===== src/rtl/phy_rx_detect_if.sv =====
// Bundle between the LTSSM Detect controller / analog front end (master) and
// the PHY receiver detection sequencer (slave).
//
// Handshake: detect_req_i is a level request. The sequencer starts only on a
// request seen in IDLE, answers with a one-cycle detect_done_o pulse when
// lane_detect_o/any_detect_o are valid, and does not start again until the
// request has been dropped and raised once more. Dropping the request before
// completion aborts the sequence without a done pulse.
interface phy_rx_detect_if #(
    parameter int NUM_LANES = 4
);
    logic                 detect_req_i;
    logic [NUM_LANES-1:0] lanes_en_i;
    logic [NUM_LANES-1:0] rx_sense_i;
    logic                 tx_elec_idle_o;
    logic                 tx_detect_rx_o;
    logic                 busy_o;
    logic                 detect_done_o;
    logic [NUM_LANES-1:0] lane_detect_o;
    logic                 any_detect_o;

    modport master (
        output detect_req_i, lanes_en_i, rx_sense_i,
        input  tx_elec_idle_o, tx_detect_rx_o, busy_o,
               detect_done_o, lane_detect_o, any_detect_o
    );

    modport slave (
        input  detect_req_i, lanes_en_i, rx_sense_i,
        output tx_elec_idle_o, tx_detect_rx_o, busy_o,
               detect_done_o, lane_detect_o, any_detect_o
    );
endinterface


===== src/rtl/phy_rx_detect.sv =====
// PHY-side receiver detection sequencer. Two settle+pulse passes per request;
// a lane is reported present only when both passes sensed a receiver load.
module phy_rx_detect #(
    parameter int NUM_LANES     = 4,
    parameter int SETTLE_CYCLES = 16,
    parameter int PULSE_CYCLES  = 8
) (
    input  logic              clk_i,
    input  logic              rst_i,
    phy_rx_detect_if.slave    bus,
    output logic [1:0]        state_o
);
    localparam int MAX_CYCLES = (SETTLE_CYCLES > PULSE_CYCLES) ? SETTLE_CYCLES : PULSE_CYCLES;
    localparam int CNT_W      = $clog2(MAX_CYCLES + 1);
    localparam logic [CNT_W-1:0] SETTLE_LOAD = CNT_W'(SETTLE_CYCLES - 1);
    localparam logic [CNT_W-1:0] PULSE_LOAD  = CNT_W'(PULSE_CYCLES - 1);
    localparam logic [CNT_W-1:0] CNT_ONE     = CNT_W'(1);

    typedef enum logic [1:0] {
        IDLE   = 2'd0,
        SETTLE = 2'd1,
        PULSE  = 2'd2,
        DONE   = 2'd3
    } state_t;

    state_t               state_q, state_d;
    logic [CNT_W-1:0]     cnt_q, cnt_d;
    logic                 pass_q, pass_d;
    logic [NUM_LANES-1:0] pass0_q, pass0_d;
    logic [NUM_LANES-1:0] lane_q, lane_d;
    logic                 any_q, any_d;
    logic                 done_q, done_d;
    logic [NUM_LANES-1:0] sense_meta_q, rx_sense_s;
    logic [NUM_LANES-1:0] smp;

    // Two-flop synchroniser for the asynchronous analog comparator outputs.
    always_ff @(posedge clk_i or posedge rst_i) begin
        if (rst_i) begin
            sense_meta_q <= '0;
            rx_sense_s   <= '0;
        end else begin
            sense_meta_q <= bus.rx_sense_i;
            rx_sense_s   <= sense_meta_q;
        end
    end

    // Lanes disabled at capture time never count as detected.
    assign smp = rx_sense_s & bus.lanes_en_i;

    // State, counter and result registers.
    always_ff @(posedge clk_i or posedge rst_i) begin
        if (rst_i) begin
            state_q <= IDLE;
            cnt_q   <= '0;
            pass_q  <= 1'b0;
            pass0_q <= '0;
            lane_q  <= '0;
            any_q   <= 1'b0;
            done_q  <= 1'b0;
        end else begin
            state_q <= state_d;
            cnt_q   <= cnt_d;
            pass_q  <= pass_d;
            pass0_q <= pass0_d;
            lane_q  <= lane_d;
            any_q   <= any_d;
            done_q  <= done_d;
        end
    end

    // Next-state logic: settle/pulse twice, combine both passes, wait for req low.
    always_comb begin
        state_d = state_q;
        cnt_d   = cnt_q;
        pass_d  = pass_q;
        pass0_d = pass0_q;
        lane_d  = lane_q;
        done_d  = 1'b0;
        unique case (state_q)
            IDLE: begin
                if (bus.detect_req_i) begin
                    state_d = SETTLE;
                    cnt_d   = SETTLE_LOAD;
                    pass_d  = 1'b0;
                    pass0_d = '0;
                    lane_d  = '0;
                end
            end
            SETTLE: begin
                if (!bus.detect_req_i) begin
                    state_d = IDLE;
                    cnt_d   = '0;
                end else if (cnt_q == '0) begin
                    state_d = PULSE;
                    cnt_d   = PULSE_LOAD;
                end else begin
                    cnt_d = cnt_q - CNT_ONE;
                end
            end
            PULSE: begin
                if (!bus.detect_req_i) begin
                    state_d = IDLE;
                    cnt_d   = '0;
                end else if (cnt_q == '0) begin
                    if (!pass_q) begin
                        pass0_d = smp;
                        pass_d  = 1'b1;
                        state_d = SETTLE;
                        cnt_d   = SETTLE_LOAD;
                    end else begin
                        lane_d  = pass0_q & smp;
                        done_d  = 1'b1;
                        state_d = DONE;
                    end
                end else begin
                    cnt_d = cnt_q - CNT_ONE;
                end
            end
            DONE: begin
                if (!bus.detect_req_i) begin
                    state_d = IDLE;
                end
            end
            default: state_d = IDLE;
        endcase
        any_d = |lane_d;
    end

    assign bus.tx_elec_idle_o = 1'b1;
    assign bus.tx_detect_rx_o = (state_q == PULSE);
    assign bus.busy_o         = (state_q == SETTLE) || (state_q == PULSE);
    assign bus.detect_done_o  = done_q;
    assign bus.lane_detect_o  = lane_q;
    assign bus.any_detect_o   = any_q;
    assign state_o            = state_q;
endmodule


===== src/flat_wrapper.sv =====
// flat-port wrapper written by rule: the top's interface ports become plain ports
module phy_rx_detect_flat 
#(
    parameter int NUM_LANES     = 4,
    parameter int SETTLE_CYCLES = 16,
    parameter int PULSE_CYCLES  = 8
)
  (clk_i, rst_i, state_o, bus_detect_req_i, bus_lanes_en_i, bus_rx_sense_i, bus_tx_elec_idle_o, bus_tx_detect_rx_o, bus_busy_o, bus_detect_done_o, bus_lane_detect_o, bus_any_detect_o);
  phy_rx_detect_if #(.NUM_LANES(NUM_LANES)) bus_i ();
  input  logic clk_i;
  input  logic rst_i;
  output logic [1:0] state_o;
  input wire logic [$bits(bus_i.detect_req_i)-1:0] bus_detect_req_i;
  input wire logic [$bits(bus_i.lanes_en_i)-1:0] bus_lanes_en_i;
  input wire logic [$bits(bus_i.rx_sense_i)-1:0] bus_rx_sense_i;
  output wire logic [$bits(bus_i.tx_elec_idle_o)-1:0] bus_tx_elec_idle_o;
  output wire logic [$bits(bus_i.tx_detect_rx_o)-1:0] bus_tx_detect_rx_o;
  output wire logic [$bits(bus_i.busy_o)-1:0] bus_busy_o;
  output wire logic [$bits(bus_i.detect_done_o)-1:0] bus_detect_done_o;
  output wire logic [$bits(bus_i.lane_detect_o)-1:0] bus_lane_detect_o;
  output wire logic [$bits(bus_i.any_detect_o)-1:0] bus_any_detect_o;
  assign bus_i.detect_req_i = bus_detect_req_i;
  assign bus_i.lanes_en_i = bus_lanes_en_i;
  assign bus_i.rx_sense_i = bus_rx_sense_i;
  assign bus_tx_elec_idle_o = bus_i.tx_elec_idle_o;
  assign bus_tx_detect_rx_o = bus_i.tx_detect_rx_o;
  assign bus_busy_o = bus_i.busy_o;
  assign bus_detect_done_o = bus_i.detect_done_o;
  assign bus_lane_detect_o = bus_i.lane_detect_o;
  assign bus_any_detect_o = bus_i.any_detect_o;
  phy_rx_detect #(.NUM_LANES(NUM_LANES), .SETTLE_CYCLES(SETTLE_CYCLES), .PULSE_CYCLES(PULSE_CYCLES)) u_core (.clk_i(clk_i), .rst_i(rst_i), .bus(bus_i), .state_o(state_o));
endmodule

===== config.mk =====
export PLATFORM = sky130hd
export DESIGN_NAME = phy_rx_detect_flat
export DESIGN_NICKNAME = d
export VERILOG_FILES = /design/src/rtl/phy_rx_detect_if.sv /design/src/rtl/phy_rx_detect.sv /design/src/flat_wrapper.sv
export SDC_FILE = /design/constraint.sdc
export NUM_CORES = 1
export LEC_CHECK = 0
export CAP_MARGIN = 25
export CORE_ASPECT_RATIO = 0.75
export CORE_MARGIN = 2
export CORE_UTILIZATION = 40
export DETAILED_ROUTE_END_ITERATION = 6
export GPL_TIMING_DRIVEN = 0
export PLACE_DENSITY_LB_ADDON = 0.25
export SKIP_CTS_REPAIR_TIMING = 1
export SYNTH_ARGS = -nofsm -noshare
export SYNTH_HDL_FRONTEND = slang
export SYNTH_SLANG_ARGS = --single-unit

===== constraint.sdc =====
create_clock -name clk_i -period 2.55 [get_ports clk_i]
set_input_delay 0.6375 -clock clk_i [delete_from_list [all_inputs] [get_ports clk_i]]
set_output_delay 0.6375 -clock clk_i [all_outputs]
set_load 0.01 [all_outputs]

==> results, run 1 <==
- Hold timing on the final database bottoms out at a slack of 353 ps.
- Walking the worst path, the cells encountered are inv_1, ha_1, clkdlybuf4s50_1.
- Setup violations remaining at the end of the flow were counted as 0.
- Yosys mapped the design onto 37 distinct sky130hd cell types.
- The final clock skew is 3.25 ps.
- Input and output buffers added on the ports amount to 20.
- The tree is rooted in a sky130_fd_sc_hd__clkbuf_8.
- Relative to the synthesized area, the layout overhead comes to 27.0%.
- No sink is reached through more buffers than the 2 on the longest clock path.
- The total via count in the routed design is 901.
- The horizontal extent of the die is 67.8 um.
- The critical path's top delay family is buffers and inverters.
- The worst register-to-register path begins at u_core.state_o[0].
- The fraction of the cycle the final worst path needs is 94.4%.
- The number of nets handed over by synthesis was ~130.
- Based on the critical path, the design can be clocked at up to 0.415 GHz.
- The number of max-slew violations in the final report is 0.
- The number of nets in the layout is 154.
- Among all flip-flop cells after synthesis, the most frequent one is sky130_fd_sc_hd__dfrtp_1.
- The global-route wire length before repair is 3.97 mm.
- The type of element launching the critical path is a flop.
- Summed over all cells, the static leakage comes to 0.675 nW.
- Together, buffers and inverters on the worst path number 2.
- The hold violation total from the final report is 0.
- The clock period minus final worst setup slack is between 2000 and 2500 ps.
- On the critical path, the stage with the largest delay is an instance of sky130_fd_sc_hd__clkdlybuf4s50_1.
- In the layout the commonest cells are 26 x sky130_fd_sc_hd__dfrtp_1, 20 x sky130_fd_sc_hd__clkdlybuf4s50_1, 10 x sky130_fd_sc_hd__nand2_1.
- The TritonCTS clock tree is built.
- The worst min-delay path endpoint is u_core.rx_sense_s[3].
- The wire length per cell after detailed routing is 12.9 um.
- The clock-pin slew on the worst setup and hold paths is around 80 ps.
- The number of antenna diodes in the final layout is 0.
- The number of synthesized register bits is 26.
- The total overflow left after global routing is 0.
- The data required time at the worst endpoint is 1910 ps.
- In this run, synthesis inferred 0 flip-flops with an integrated enable.
- The number of clock sinks is 26.
- Of the cells placed in the final design, the portion with a size suffix greater than 1 is 10.3%.
- Across the run, the number of max-cap violations was 0.
- The warning count from the yosys run is 0.
- The mean area per synthesized cell is 11.0 um^2.
- The average via count per standard cell is 5.18.
- The floorplan has 17 rows.
- The number of DRC markers in iteration 0 is 34.
- Measured along the y axis, the die boundary spans between 50 and 60 um.
- The hold-critical path depth is 0.
- The via count of the first global-routing pass is 865.
- The overall die area is 3520 um^2.
- The initial standard-cell utilization of the core is about two fifths.
- The area of the mapped netlist is 1220 um^2.
- The largest driver fanout on the critical path is 7.
- The remaining max-slew budget at the tightest pin is 65.1%.
- Entering global routing, the biggest net connects 27 pins.
- The placer congestion estimate is 0.783.
- Counting the buffers created by CTS gives 3.
- The worst setup path is of the flop to output port kind.
- The start point of the critical path is u_core.state_o[1].
- The initial antenna violation count is 0.
- Synthesis produced a netlist whose cell count is 111.
- The final layout contains routed wiring with a total length of 2.24 mm.
- The clock insertion delay at the later pin of the skew report is 260 ps.
- The worst hold path belongs to the class flop to flop.
- For this run, asynchronously set or reset flops after synthesis account for 100%.
- In this run the most critical hold path is launched from u_core.sense_meta_q[3].
- Setup repair after global routing left no endpoint under its margin.
- Including well taps, the total number of placed cells is 169.
- The worst register-to-register path ends at u_core.cnt_q[2].
- The worst register-to-register path has a depth of 7.
- For this run, the total global-route usage over all layers was measured as 15.0%.
- The post-route DRC violation count is 0.
- The worst ir drop on vdd is around 0.55 mV.
- The post-detailed-route count of antenna-violating nets is 0.
- The power per cell area is 881 nW/um^2.
- Sequential cells were found to cover between 50 and 60% of the synthesized design area.
- Counting buffers and inverters, the worst setup path is 3 cells deep.
- The setup slack of the worst register-to-register path is 330 ps.
- For this run, the detailed router's first-pass iteration total came to 4.
- The floorplan step defined a core boundary enclosing 2940 um^2.
- The leading cell type in the layout, fill and taps excluded is sky130_fd_sc_hd__dfrtp_1.
- STA classifies the critical path endpoint as an output port.
- On the worst path, the slowest cell contributes a delay of 570 ps.
- The number of cells in the finished layout apart from fillers is 174.
- The run finished with clean final reports.
- In this run the number of H-tree levels came out at 1.
- In the final timing run, aggregate negative setup slack is 0 ps.
- The final HPWL from detailed placement is 1.71 mm.
- The transition at the pin with the smallest max-transition slack is 523 ps.
- The worst endpoint data arrival time is 1770 ps.
- The count of boundary I/O pins is 22.
-- cell type report --
cell class	count	area (um^2)
buffer	4	26.3
clock buffer	4	55.1
fill	252	1380
inverter	6	22.5
multi-input combinational	75	523
sequential	26	651
tap	38	47.5
timing repair buffer	21	228
-- sequential cells by signal, summed over array words and instances, names as in the netlist --
signal and count:
u_core.cnt_q 5, u_core.sense_meta_q 4, u_core.state_o 2, u_core.pass0_q 4, u_core.bus.any_detect_o 1, u_core.rx_sense_s 4, u_core.bus.detect_done_o 1, u_core.bus.lane_detect_o 4
u_core.pass_q 1
-- worst max-delay path by stage --
stage	to
floorplan	u_core.cnt_q[2]
global placement	u_core.cnt_q[2]
detailed placement	u_core.cnt_q[2]
CTS	bus_busy_o
global route	bus_busy_o
finish	bus_busy_o
-- where the power goes --
part	total, W	internal [W]	switching (W)
registers	0.000532	0.000468	0.0000639
logic	0.000581	0.000268	0.000313
clock network	0.000254	0.000138	0.000116
total	0.00137	0.000874	0.000493
-- cells in the mapped netlist (2+ instances only) --
cell,n,area (um^2)
sky130_fd_sc_hd__and3_1,2,12.5
sky130_fd_sc_hd__nand2b_1,3,18.8
sky130_fd_sc_hd__clkbuf_1,2,7.51
sky130_fd_sc_hd__inv_1,6,22.5
sky130_fd_sc_hd__a22o_1,2,17.5
sky130_fd_sc_hd__o2bb2ai_1,7,61.3
sky130_fd_sc_hd__nor2_1,8,30.0
sky130_fd_sc_hd__a21oi_1,4,20.0
sky130_fd_sc_hd__nand3_1,5,25.0
sky130_fd_sc_hd__a31oi_1,3,18.8
sky130_fd_sc_hd__nand2_1,10,37.5
sky130_fd_sc_hd__dfrtp_1,26,651
sky130_fd_sc_hd__o211ai_1,2,15.0
sky130_fd_sc_hd__ha_1,6,75.1
sky130_fd_sc_hd__o21ai_0,3,15.0
-- routing by layer --
layer	track usage (%)	part of all wire [%]
met2	23.2	45
met1	21.6	51
met4	2.00	0.36
met3	3.90	4.4
met5	0	0
-- logic make-up after synthesis --
logic type	after synthesis	synth area share [%]
and+or+nand+nor	37	16.0
buffers and inverters	10	3.99
muxes	1	1.23
DFF	26	53.2
other	1	0.307
AOI/OAI and AO/OA	29	18.4
xor gates and xnor gates	1	0.717
adders and majority gates	6	6.14
-- per-stage QoR --
step           area [um^2]  setup slack (ps)  utilization (%)  power, W
2_1_floorplan         1220               532                -  0.000934
3_3_place_gp          1470               190             50.1   0.00110
3_5_place_dp          1470               149             50.1   0.00111
4_1_cts               1530               124             52.0   0.00137
5_1_grt               1550              7.57             52.9   0.00147
6_report              1550               143             52.9   0.00137
Power figures use the tool's default switching activity.
==> run 2, diff against run 1 <==
- SLEW_MARGIN: unset -> 20
==> run 2 against run 1 <==
  * Register-to-register slack about the same
  * First-iteration DRC count decreased by 21%
  * Cell count unchanged
  * Via count decreased by 0.33%
  * Non-clock buffer count unchanged
  * Clock power about the same
==> results, run 2 (same netlist as run 1, synthesis figures left out) <==
- The run finished with clean final reports.
- For the pin with the worst max-slew slack, the measured transition is 522 ps.
- The final HPWL from detailed placement is around 1.7 mm.
- The maximum root-to-sink buffer count is 2.
- The final route contains roughly 900 vias.
- The power per cell area is just under 900 nW/um^2.
- The number of CTS-inserted buffers is 3.
- CTS built an H-tree with a depth of 1.
- The critical path class is flop to output port.
- The register with the most flip-flops is u_core.cnt_q.
- The number of cells on the worst reg-to-reg path is 7.
- Once the floorplan was initialized, standard cells occupied 41.6% of the core.
- The clock period minus final worst setup slack is 2410 ps.
- In this run the most critical hold path is launched from u_core.sense_meta_q[3].
- After detailed routing, the total wire length is 2.26 mm.
- The number of max-cap violations is 0.
- The startpoint identified for the worst register-to-register timing path is u_core.state_o[0].
- The routed length on met1 is 1.14 mm.
- The type of element launching the critical path is a flop.
- The average via count per standard cell is 5.16.
- For this design, the sink count on the clock tree is 26.
- After clock tree synthesis, the clock-pin slew on the worst setup and hold paths is approximately 80 ps.
- The type of element capturing the critical path is an output port.
- For the final routed database, the setup TNS stands at 0 ps.
- The share of post-route cells with drive strength above 1 is 10.3%.
- Headroom to the max-slew limit came out at 65.1%.
- The height of the die is 51.9 um.
- The placer congestion estimate is 0.783.
- The first global-routing pass estimated 3.97 mm of wire.
- Entering global routing, the biggest net connects 27 pins.
- Setup slack on the worst reg-to-reg path comes out at 320 ps.
- The floorplan step defined a die boundary enclosing 3520 um^2.
- The path length in cells of the critical path is 3.
- The via count of the first global-routing pass is 865.
- The min-delay analysis places its worst path in the category flop to flop.
- The met3 wire length is approximately 94 um.
- IR analysis of the VDD net gives a maximum drop of between 0.5 and 0.6 mV.
- The worst min-delay path endpoint is u_core.rx_sense_s[3].
- The detailed router finished its first iteration with 27 violations.
- The final-layout worst hold slack is ~350 ps.
- The core region is between 2000 and 3000 um^2.
- The clock insertion delay at the later pin of the skew report is 260 ps.
- Leaving out fill and tap cells, the most frequent cell in the layout is sky130_fd_sc_hd__dfrtp_1.
- On the critical path the largest part of the delay comes from buffers and inverters.
- The delay of the slowest cell on the worst path is 570 ps.
- The first detailed-routing pass ran for 6 iterations.
- The worst hold path passes through 0 cells.
- Traced cell by cell, the critical path runs through inv_1, ha_1, clkdlybuf4s50_1.
- The met2 wirelength from detailed routing is 1.02 mm.
- The tree is rooted in a sky130_fd_sc_hd__clkbuf_8.
- The slowest stage of the critical path belongs to the cell sky130_fd_sc_hd__clkdlybuf4s50_1.
- The fraction of the cycle the final worst path needs is between 90% and 100%.
- In this run the static leakage power is between 0.6 and 0.7 nW.
- Between clock sinks in the finished design, the worst skew comes to 3.84 ps.
- For this run, the number of standard cells in the final layout without fillers is 174.
- The TritonCTS clock tree is built.
- The floorplan step set the die width to 67.8 um.
- The post-route DRC violation count is 0.
- The count of buffer and inverter cells on the critical path is 2.
- The timing-limited maximum frequency is 0.415 GHz.
- The global-route congestion overflow total is 0.
- STA puts the critical path data required time at 1910 ps.
- The cell total after placement is between 150 and 200.
- The synthesis-to-layout area growth is 26.0%.
- The top routing layer in use is met4.
- The number of rows in the core area is 17.
- The all-layer global routing usage is 15.0%.
- The worst endpoint data arrival time is 1770 ps.
- The wire length per cell after detailed routing is 13.0 um.
- The top cell types in the final layout, fill and taps aside, are 26 x sky130_fd_sc_hd__dfrtp_1, 20 x sky130_fd_sc_hd__clkdlybuf4s50_1, 10 x sky130_fd_sc_hd__nand2_1.
- Setup repair after global routing left no endpoint under its margin.
- The number of port buffers is 20.
- The number of antenna diodes is 0.
- The count of boundary I/O pins is 22.
- The worst register-to-register path ends at u_core.cnt_q[2].
- The setup violation total in the final timing report is 0.
- The number of filler instances in the final layout is approximately 260.
- The number of flip-flops under the largest register name is 5.
- The number of nets in the layout is 154.
- The number of max-slew violations in the final report is 0.
- The initial antenna violation count was 0.
- The hold violation total from the final report came to 0.
- Along the worst path, the maximum fanout reaches 7.
- The post-detailed-route count of antenna-violating nets is 0.
==> run 2: changes by cell type in the layout (fill, tap and decap cells not counted) <==
cell / delta
sky130_fd_sc_hd__buf_16: -1
sky130_fd_sc_hd__buf_8: +1
sky130_fd_sc_hd__clkinv_1: +1
sky130_fd_sc_hd__inv_1: -1
==> run 2: worst max-delay path by stage <==
stage                           start         endpoint  slack (ps)
global route        u_core.state_o[0]       bus_busy_o           8
finish              u_core.state_o[1]       bus_busy_o         140
floorplan           u_core.state_o[0]  u_core.cnt_q[2]         530
CTS                 u_core.state_o[1]       bus_busy_o         120
detailed placement   bus_detect_req_i  u_core.cnt_q[2]         150
global placement     bus_detect_req_i  u_core.cnt_q[2]         190
==> run 2: routing by layer <==
metal,GRT usage [%],vias up
met2,23.2,19
met1,21.6,430
met4,2.00,0
met3,3.90,2
met5,0,-
li1,-,447
==> run 2: final cells by class <==
cell class	count	area [um^2]	area share [%]
buffer	4	26.3	1.71
clock buffer	4	55.1	3.57
inverter	6	22.5	1.46
multi-input combinational	75	523	34.0
sequential	26	651	42.2
tap	38	47.5	3.09
timing repair buffer	21	215	14.0
==> run 2: power breakdown <==
part	leakage, nW	internal, W	total (W)	switching, W
Clock	0.0288	0.000138	0.000252	0.000115
Combinational	0.307	0.000266	0.000580	0.000314
Sequential	0.330	0.000468	0.000532	0.0000638
Total	0.666	0.000872	0.00136	0.000493
==> run 2: stage by stage <==
| stage | setup slack [ps] | total power [W] | area [um^2] | utilization, % |
|---|---|---|---|---|
| after floorplan | 532 | 0.000934 | 1220 | - |
| after global placement | 190 | 0.00110 | 1470 | 50.1 |
| after detailed placement | 149 | 0.00111 | 1470 | 50.1 |
| after CTS | 124 | 0.00137 | 1530 | 52.0 |
| after global routing | 7.84 | 0.00147 | 1540 | 52.5 |
| final | 141 | 0.00136 | 1540 | 52.5 |
